$ cat src/rtl/agc_seq_pkg.sv
// Shared types and default cycle counts for the instruction sequencer.
package agc_seq_pkg;

    typedef enum logic [2:0] {
        OP_SINGLE = 3'd0,
        OP_EXTEND = 3'd1,
        OP_INDEX  = 3'd2,
        OP_MP     = 3'd3,
        OP_DV     = 3'd4,
        OP_HALT   = 3'd5
    } op_class_t;

    typedef enum logic [1:0] {
        RUN    = 2'd0,
        MULTI  = 2'd1,
        HALTED = 2'd2
    } seq_state_t;

    localparam int unsigned MP_CYCLES_DEF = 3;
    localparam int unsigned DV_CYCLES_DEF = 6;

    // Terminal count for an op that takes n execute cycles (counter runs 1..n-1).
    function automatic logic [2:0] cycles_to_limit(input int unsigned n);
        return 3'(n - 1);
    endfunction

endpackage

$ cat src/rtl/instr_sequencer_multicycle_counter.sv
// Loadable 3-bit up-counter for multi-cycle execute phases.
// start loads cnt=1 and latches the terminal count; the counter then steps
// once per cycle until cnt reaches the terminal count, where done is raised
// and cnt holds until clear. cnt==0 means idle.
module multicycle_counter (
    input  logic       clock,
    input  logic       reset,
    input  logic       start,
    input  logic       clear,
    input  logic [2:0] limit,
    output logic [2:0] cnt,
    output logic       done
);

    logic [2:0] limit_q;

    assign done = (cnt != 3'd0) && (cnt == limit_q);

    // Clear beats start so a redirect always wins over a new multi-cycle op.
    always_ff @(posedge clock) begin
        if (reset) begin
            cnt     <= 3'd0;
            limit_q <= 3'd0;
        end else if (clear) begin
            cnt <= 3'd0;
        end else if (start) begin
            cnt     <= 3'd1;
            limit_q <= limit;
        end else if ((cnt != 3'd0) && !done) begin
            cnt <= cnt + 3'd1;
        end
    end

endmodule

$ cat src/rtl/instr_sequencer.sv
// Sequencing controller between fetch and the instruction decoder.
// Optional feature macro: SEQ_PERF_EN adds saturating stall/issue counters
// (ports stall_cnt, issue_cnt).
//
//  state  | meaning
//  -------+-----------------------------------------------------------
//  RUN    | accepting one instruction per cycle from the decoder
//  MULTI  | stretching an MP/DV op; fetch stalled, phase counts up
//  HALTED | stopped after HALT; stall forever, only reset leaves
module instr_sequencer
    import agc_seq_pkg::*;
#(
    parameter int unsigned MP_CYCLES = MP_CYCLES_DEF,
    parameter int unsigned DV_CYCLES = DV_CYCLES_DEF,
    parameter int unsigned IDX_W     = 15
) (
    input  logic             clock,
    input  logic             reset,
    input  logic             flush,
    input  logic             in_valid,
    input  op_class_t        op_class,
    input  logic [IDX_W-1:0] idx_data,
    output logic             extend_q,
    output logic             index_q,
    output logic [IDX_W-1:0] index_val,
    output logic             stall,
    output logic             issue,
    output logic [2:0]       phase,
    output logic             halted,
    output logic             intr_ok
`ifdef SEQ_PERF_EN
    ,
    output logic [31:0]      stall_cnt,
    output logic [31:0]      issue_cnt
`endif
);

    if (MP_CYCLES < 1 || MP_CYCLES > 8) begin : g_bad_mp
        $error("instr_sequencer: MP_CYCLES must be in 1..8");
    end
    if (DV_CYCLES < 1 || DV_CYCLES > 8) begin : g_bad_dv
        $error("instr_sequencer: DV_CYCLES must be in 1..8");
    end

    localparam logic [2:0] MP_LIM = cycles_to_limit(MP_CYCLES);
    localparam logic [2:0] DV_LIM = cycles_to_limit(DV_CYCLES);

    seq_state_t state, state_nxt;

    logic       flush_eff;
    logic       ext_set;
    logic       idx_set;
    logic       pfx_clr;
    logic       cnt_start;
    logic       cnt_clear;
    logic [2:0] cnt_limit;
    logic [2:0] lim_sel;
    logic [2:0] cnt;
    logic       cnt_done;

    // HALTED ignores flush entirely.
    assign flush_eff = flush && (state != HALTED);

    multicycle_counter u_cnt (
        .clock (clock),
        .reset (reset),
        .start (cnt_start),
        .clear (cnt_clear),
        .limit (cnt_limit),
        .cnt   (cnt),
        .done  (cnt_done)
    );

    // State register.
    always_ff @(posedge clock) begin
        if (reset) begin
            state <= RUN;
        end else begin
            state <= state_nxt;
        end
    end

    // Next-state decode and per-cycle control outputs.
    always_comb begin
        state_nxt = state;
        stall     = 1'b0;
        issue     = 1'b0;
        phase     = 3'd0;
        ext_set   = 1'b0;
        idx_set   = 1'b0;
        pfx_clr   = 1'b0;
        cnt_start = 1'b0;
        cnt_clear = 1'b0;
        cnt_limit = MP_LIM;
        lim_sel   = (op_class == OP_DV) ? DV_LIM : MP_LIM;

        case (state)
            RUN: begin
                if (flush_eff) begin
                    cnt_clear = 1'b1;
                end else if (in_valid) begin
                    case (op_class)
                        OP_EXTEND: ext_set = 1'b1;
                        OP_INDEX:  idx_set = 1'b1;
                        OP_MP, OP_DV: begin
                            if (lim_sel == 3'd0) begin
                                issue   = 1'b1;
                                pfx_clr = 1'b1;
                            end else begin
                                stall     = 1'b1;
                                cnt_start = 1'b1;
                                cnt_limit = lim_sel;
                                state_nxt = MULTI;
                            end
                        end
                        OP_HALT: begin
                            issue     = 1'b1;
                            pfx_clr   = 1'b1;
                            state_nxt = HALTED;
                        end
                        // Unassigned encodings complete as ordinary single-cycle ops.
                        default: begin
                            issue   = 1'b1;
                            pfx_clr = 1'b1;
                        end
                    endcase
                end
            end
            MULTI: begin
                phase = cnt;
                if (flush_eff) begin
                    cnt_clear = 1'b1;
                    state_nxt = RUN;
                end else if (cnt_done) begin
                    issue     = 1'b1;
                    pfx_clr   = 1'b1;
                    cnt_clear = 1'b1;
                    state_nxt = RUN;
                end else begin
                    stall = 1'b1;
                end
            end
            HALTED: begin
                stall = 1'b1;
            end
            default: begin
                cnt_clear = 1'b1;
                state_nxt = RUN;
            end
        endcase
    end

    // Prefix flops: flush clears them; index_val is only reloaded, never cleared by flush.
    always_ff @(posedge clock) begin
        if (reset) begin
            extend_q  <= 1'b0;
            index_q   <= 1'b0;
            index_val <= '0;
        end else if (flush_eff || pfx_clr) begin
            extend_q <= 1'b0;
            index_q  <= 1'b0;
        end else begin
            if (ext_set) begin
                extend_q <= 1'b1;
            end
            if (idx_set) begin
                index_q   <= 1'b1;
                index_val <= idx_data;
            end
        end
    end

    assign halted  = (state == HALTED);
    assign intr_ok = (state == RUN) && !extend_q && !index_q && !stall;

`ifdef SEQ_PERF_EN
    // Saturating performance counters; survive flush, cleared only by reset.
    always_ff @(posedge clock) begin
        if (reset) begin
            stall_cnt <= 32'd0;
            issue_cnt <= 32'd0;
        end else begin
            if (stall && (stall_cnt != 32'hFFFF_FFFF)) begin
                stall_cnt <= stall_cnt + 32'd1;
            end
            if (issue && (issue_cnt != 32'hFFFF_FFFF)) begin
                issue_cnt <= issue_cnt + 32'd1;
            end
        end
    end
`endif

endmodule

$ cat config.mk
export PLATFORM = sky130hd
export DESIGN_NAME = instr_sequencer
export DESIGN_NICKNAME = d
export VERILOG_FILES = /design/src/rtl/agc_seq_pkg.sv /design/src/rtl/instr_sequencer_multicycle_counter.sv /design/src/rtl/instr_sequencer.sv
export SDC_FILE = /design/constraint.sdc
export NUM_CORES = 1
export LEC_CHECK = 0
export CORE_MARGIN = 4
export CORE_UTILIZATION = 49
export CTS_BUF_LIST = sky130_fd_sc_hd__clkbuf_4 sky130_fd_sc_hd__clkbuf_8
export DETAILED_ROUTE_END_ITERATION = 10
export GPL_ROUTABILITY_DRIVEN = 0
export PLACE_DENSITY = 0.88
export SETUP_SLACK_MARGIN = 0.15
export SKIP_LAST_GASP = 1
export SYNTH_ARGS = -nofsm -noshare
export SYNTH_HDL_FRONTEND = slang
export SYNTH_SLANG_ARGS = --single-unit
$ cat constraint.sdc
create_clock -name clock -period 4.5 [get_ports clock]
set_clock_uncertainty 0.05 [all_clocks]
set_input_delay 0.675 -clock clock [delete_from_list [all_inputs] [get_ports clock]]
set_output_delay 0.675 -clock clock [all_outputs]
set_load 0.01 [all_outputs]
### Word-level counts from Yosys, hierarchy flattened

Index checks and enable logic that the tools add are counted.

| storage, ports and cells | value |
|---|---|
| register bits after elaboration | 25 |
| input bits | 22 |
| logic and storage cells | 90 |

| operators by class | value |
|---|---|
| $add $sub $neg | 1 |
| eq/ne operators | 14 |
| multiplexer cells | 42 |
| bitwise logic cells | 3 |
| reduce and logical (&&, ||, !) cells | 23 |

Operators with widths:

| cell | count |
|---|---|
| $mux W1 | 24 |
| $mux W3 | 7 |
| $mux W2 | 5 |
| $reduce_or A2 Y1 | 4 |
| $eq A3 B2 Y1 const B | 2 |
| $eq A3 B3 Y1 const B | 2 |
| $logic_and A1 B1 Y1 | 6 |
| $ne A2 B2 Y1 const B | 3 |
| $pmux W1 S3 | 2 |
| $pmux W2 S3 | 1 |
| $reduce_and A6 Y1 | 1 |
| $logic_not A1 Y1 | 4 |
| $pmux W1 S2 | 2 |
| $pmux W2 S2 | 1 |
| $reduce_and A2 Y1 | 2 |
| $add A3 B1 Y3 const B | 1 |
| $eq A3 B1 Y1 const B | 1 |
| $eq A3 B3 Y1 | 1 |
| $logic_not A3 Y1 | 1 |
| $ne A3 B1 Y1 const B | 1 |
| $ne A3 B2 Y1 const B | 1 |
| $ne A3 B3 Y1 const B | 1 |
| $not A1 Y1 | 3 |
| $reduce_bool A3 Y1 | 1 |
| other kinds (6) | 6 |

### Longest topological paths before layout

| depth | value |
|---|---|
| depth after elaboration | 11 |
| mapped depth | 7 |
| mapped depth without buffers | 6 |

### By module

From an unflattened synthesis, not the netlist that was laid out.

| second synthesis, totals | value |
|---|---|
| cell total of the unflattened synthesis | 156 |
| area total of the unflattened synthesis | 1,280.0 um^2 |

Modules (own cells, without submodules):

| module | instances | cells each | area an instance (um^2) |
|---|---|---|---|
| instr_sequencer | 1 | 116 | 937.1 |
| multicycle_counter | 1 | 40 | 342.8 |

### Worst setup path before layout

No wires, ideal clock.

| path | value |
|---|---|
| path kind | input-to-output |
| from | input flush |
| to | output stall |
| arrival time | 1.630 ns |
| required time | 3.775 ns |
| slack | 2.145 ns |
| stages | 4 |
| path buffers | 0 |
| cells stage by stage | nor4b_1 -> o21a_1 -> a31oi_1 -> nand2_1 |

| on the way | value |
|---|---|
| word-level cells in the longest chain between the ends | 3 |
| elaborated cells between the ends (all ways) | 4 |

Ends and longest elaborated chain:

| element | line | source |
|---|---|---|
| from (decl) | instr_sequencer.sv:19 | `input logic flush,` |
| $logic_and A1 B1 Y1 (*) | instr_sequencer.sv:62 | `assign flush_eff = flush && (state != HALTED);` |
| $mux W1, on equally long branches | instr_sequencer.sv:131, instr_sequencer.sv:99 |  |
| $pmux W1 S3 (*) | instr_sequencer.sv:97 | `case (state)` |
| to (decl) | instr_sequencer.sv:26 | `output logic stall,` |

Every way passes the cells marked *; elsewhere a longest branch is shown, timed or not.

### Worst setup path in the final report

Same ends and word-level chain as after synthesis.

==> impl_metrics.json <==
{
  "power.share.clock": 0.291,
  "rr_endpoint": "index_val[11]",
  "antenna_found_initial": 0,
  "drt-met1-wl_um": 1300,
  "max_cap_violations": 0,
  "area_growth_pct": 38.4,
  "cts.htree.levels": 1,
  "grt_pass1_vias": 1151,
  "setup_tns_ps": 0,
  "crit_required_ps": 3770,
  "grt_max_degree": 23,
  "grt_pass1_wl_um": 5090,
  "cts-resized-gates": 0,
  "yosysWarnings": 0,
  "status": "complete, no violations",
  "wl_per_cell_um": 13.4,
  "core_region_area_mm2": 0.00230,
  "dieWidth_um": 57.9,
  "fillers": 196,
  "hold_viol": 0,
  "report.final.slew_viol_count": 0,
  "power_frac_comb": 0.147,
  "cp-startpoint": "flush",
  "min_period_over_period": 0.792,
  "criticalPathCategory": "input port to output pin",
  "synth_top_area_cell": "dfxtp_1",
  "switching_power_uw": 91.7,
  "clockBufferDepth": 2,
  "final_common_cell": "clkdlybuf4s50_1",
  "syn-num-nets": 175,
  "synth_area_per_cell_um2": 8.08,
  "die_height_um": 57.9,
  "seq_area_um2": 480,
  "layout-drive-gt1-share": 0.0628,
  "grt_setup_unrepaired": "no",
  "highest_layer": "met4",
  "whs_endpoint": "index_val[0]",
  "tightest_slew_ps": 844,
  "clk_latency_ps": 310,
  "antenna_cells": 0,
  "cts_root_buf": "clkbuf_4",
  "ant_nets": 0,
  "synthTopCellsByArea": "dfxtp_1 39%, nand2_1 11%, a21oi_1 8.2%",
  "min_period_ps": 3570,
  "synthArstFlopShare": 0,
  "cts_made_buffers": 3,
  "totalPowerFinal_uw": 390,
  "top_level_ports": 46,
  "hold_start": "index_val[0]",
  "worst-path-max-fanout": 6,
  "synth_top_cell_area_share": 0.394,
  "p_int_uw": 298,
  "synth_edf_count": 0,
  "post_cts_buffers": 0,
  "min_path_type": "register to register",
  "p_sw_frac": 0.235,
  "cp-start-kind": "input port",
  "power_density_mw_per_mm2": 231,
  "dp_hpwl_um": 2290,
  "wl_met3_um": 154,
  "vdd_drop_max_v": 0.000218,
  "first_pass_iters": 4,
  "portBuffers": 45,
  "routed-via-count": 1207,
  "drt-total-wl_um": 2930,
  "multiInputGateArea_um2": 671,
  "reg2reg_depth": 4,
  "grt_use_total": 0.192,
  "slew_headroom": 0.430,
  "synthesis.area_mm2": 0.00122,
  "met2_length_um": 1440,
  "crit_path_end_kind": "output pin",
  "ys_seq_area_frac": 0.394,
  "cts_tree": "built",
  "ys_ff_latch": 24,
  "rows": 17,
  "detail_route.drc_violations": 0,
  "hold_path_depth": 2,
  "ctsHoldBuffers": 0,
  "cts.sinks": 24,
  "overflow": 0,
  "p_seq_frac": 0.562,
  "synth_ff_type": "dfxtp_1",
  "reg2reg_from": "state[1]",
  "start_util": 0.531,
  "path_clk_slew_ps": 130,
  "worstPathArrival_ps": 2840,
  "fmax_ghz": 0.280,
  "synthCells": 151,
  "layout_common_cells": "45 x clkdlybuf4s50_1, 35 x nand2_1, 24 x dfxtp_1",
  "drt_iter0_markers": 25,
  "r2r_slack_ps": 2450,
  "finalNetCount": 216,
  "power.leakage_uw": 0.000597,
  "final-setup-viol-count": 0,
  "vias_per_cell": 5.51,
  "dieArea_mm2": 0.00335,
  "synth_cell_types": 42
}
==> power groups by stage <==
stage / Clock [µW] / Combinational (µW) / Sequential (µW)
4_1_cts: 117 / 57.7 / 219
2_1_floorplan: 0 / 27.2 / 224
5_1_grt: 129 / 62.5 / 220
6_report: 113 / 57.3 / 219
3_3_place_gp: 0 / 55.8 / 224
3_5_place_dp: 0 / 57.2 / 224
==> critical path, cell delays in order <==
cell	delay, ps
clkdlybuf4s50_1	480
nor4b_1	730
o21a_1	250
a31oi_1	70
nand2_1	100
clkdlybuf4s50_1	530
==> worst max path at each step <==
| stage | endpoint | depth (start not counted) |
|---|---|---|
| floorplan | stall | 4 |
| global placement | stall | 6 |
| CTS | stall | 6 |
| global route | stall | 6 |
| detailed placement | stall | 6 |
| finish | stall | 6 |
==> cells by family (layout without fill, tap and decap cells) <==
family,count (synthesis),after routing,synth area share
AOI/OAI and AO/OA,41,41,0.203
xor gates and xnor gates,3,3,0.0215
adders and majority gates,2,2,0.0205
buffers and inverters,13,53,0.0564
DFF,24,24,0.394
and+or+nand+nor,68,68,0.305
==> metal layers <==
metal / up-vias / global-route usage
met5: - / 0
met4: 0 / 0.0695
met3: 4 / 0.0312
met2: 39 / 0.329
met1: 555 / 0.243
li1: 609 / -
==> final cells by class <==
type,instances,share of cell area
timing repair buffer,45,0.267
clock buffer,4,0.0215
tap,28,0.0208
sequential,24,0.285
inverter,4,0.00890
multi-input combinational,114,0.397
==> Yosys cell counts, types with 2 or more instances <==
library cell  count
nor2b_1           2
nand3_1           3
inv_1             4
nand2_1          35
or4b_4            2
or3_1             2
xnor2_1           2
nor3b_1           2
and2_1            3
a211oi_1          2
o21ai_0           5
ha_1              2
nor2_1            4
a21oi_1          20
clkbuf_1          6
nand2b_1          2
dfxtp_1          24
nor3_1            2
a31oi_1           3
o21a_1            3
o211ai_1          2
==> per-stage QoR <==
| stage | instances | utilization | hold WS [ps] | worst slack (ps) | instance area, µm² |
|---|---|---|---|---|---|
| floorplan | 151 | - | 431 | 2150 | 1220 |
| global placement | 215 | 0.719 | 392 | 1060 | 1650 |
| detailed placement | 215 | 0.719 | 398 | 943 | 1650 |
| CTS | 219 | 0.735 | 416 | 951 | 1690 |
| global route | 219 | 0.735 | 436 | 700 | 1690 |
| finish | 219 | 0.735 | 415 | 934 | 1690 |
==> flip-flops by register name, summed over array words and instances, names as in the netlist <==
signal	count
index_q	1
u_cnt.cnt	3
index_val	15
extend_q	1
u_cnt.limit_q	2
state	2
No activity file was read; power rests on OpenSTA's default activity.
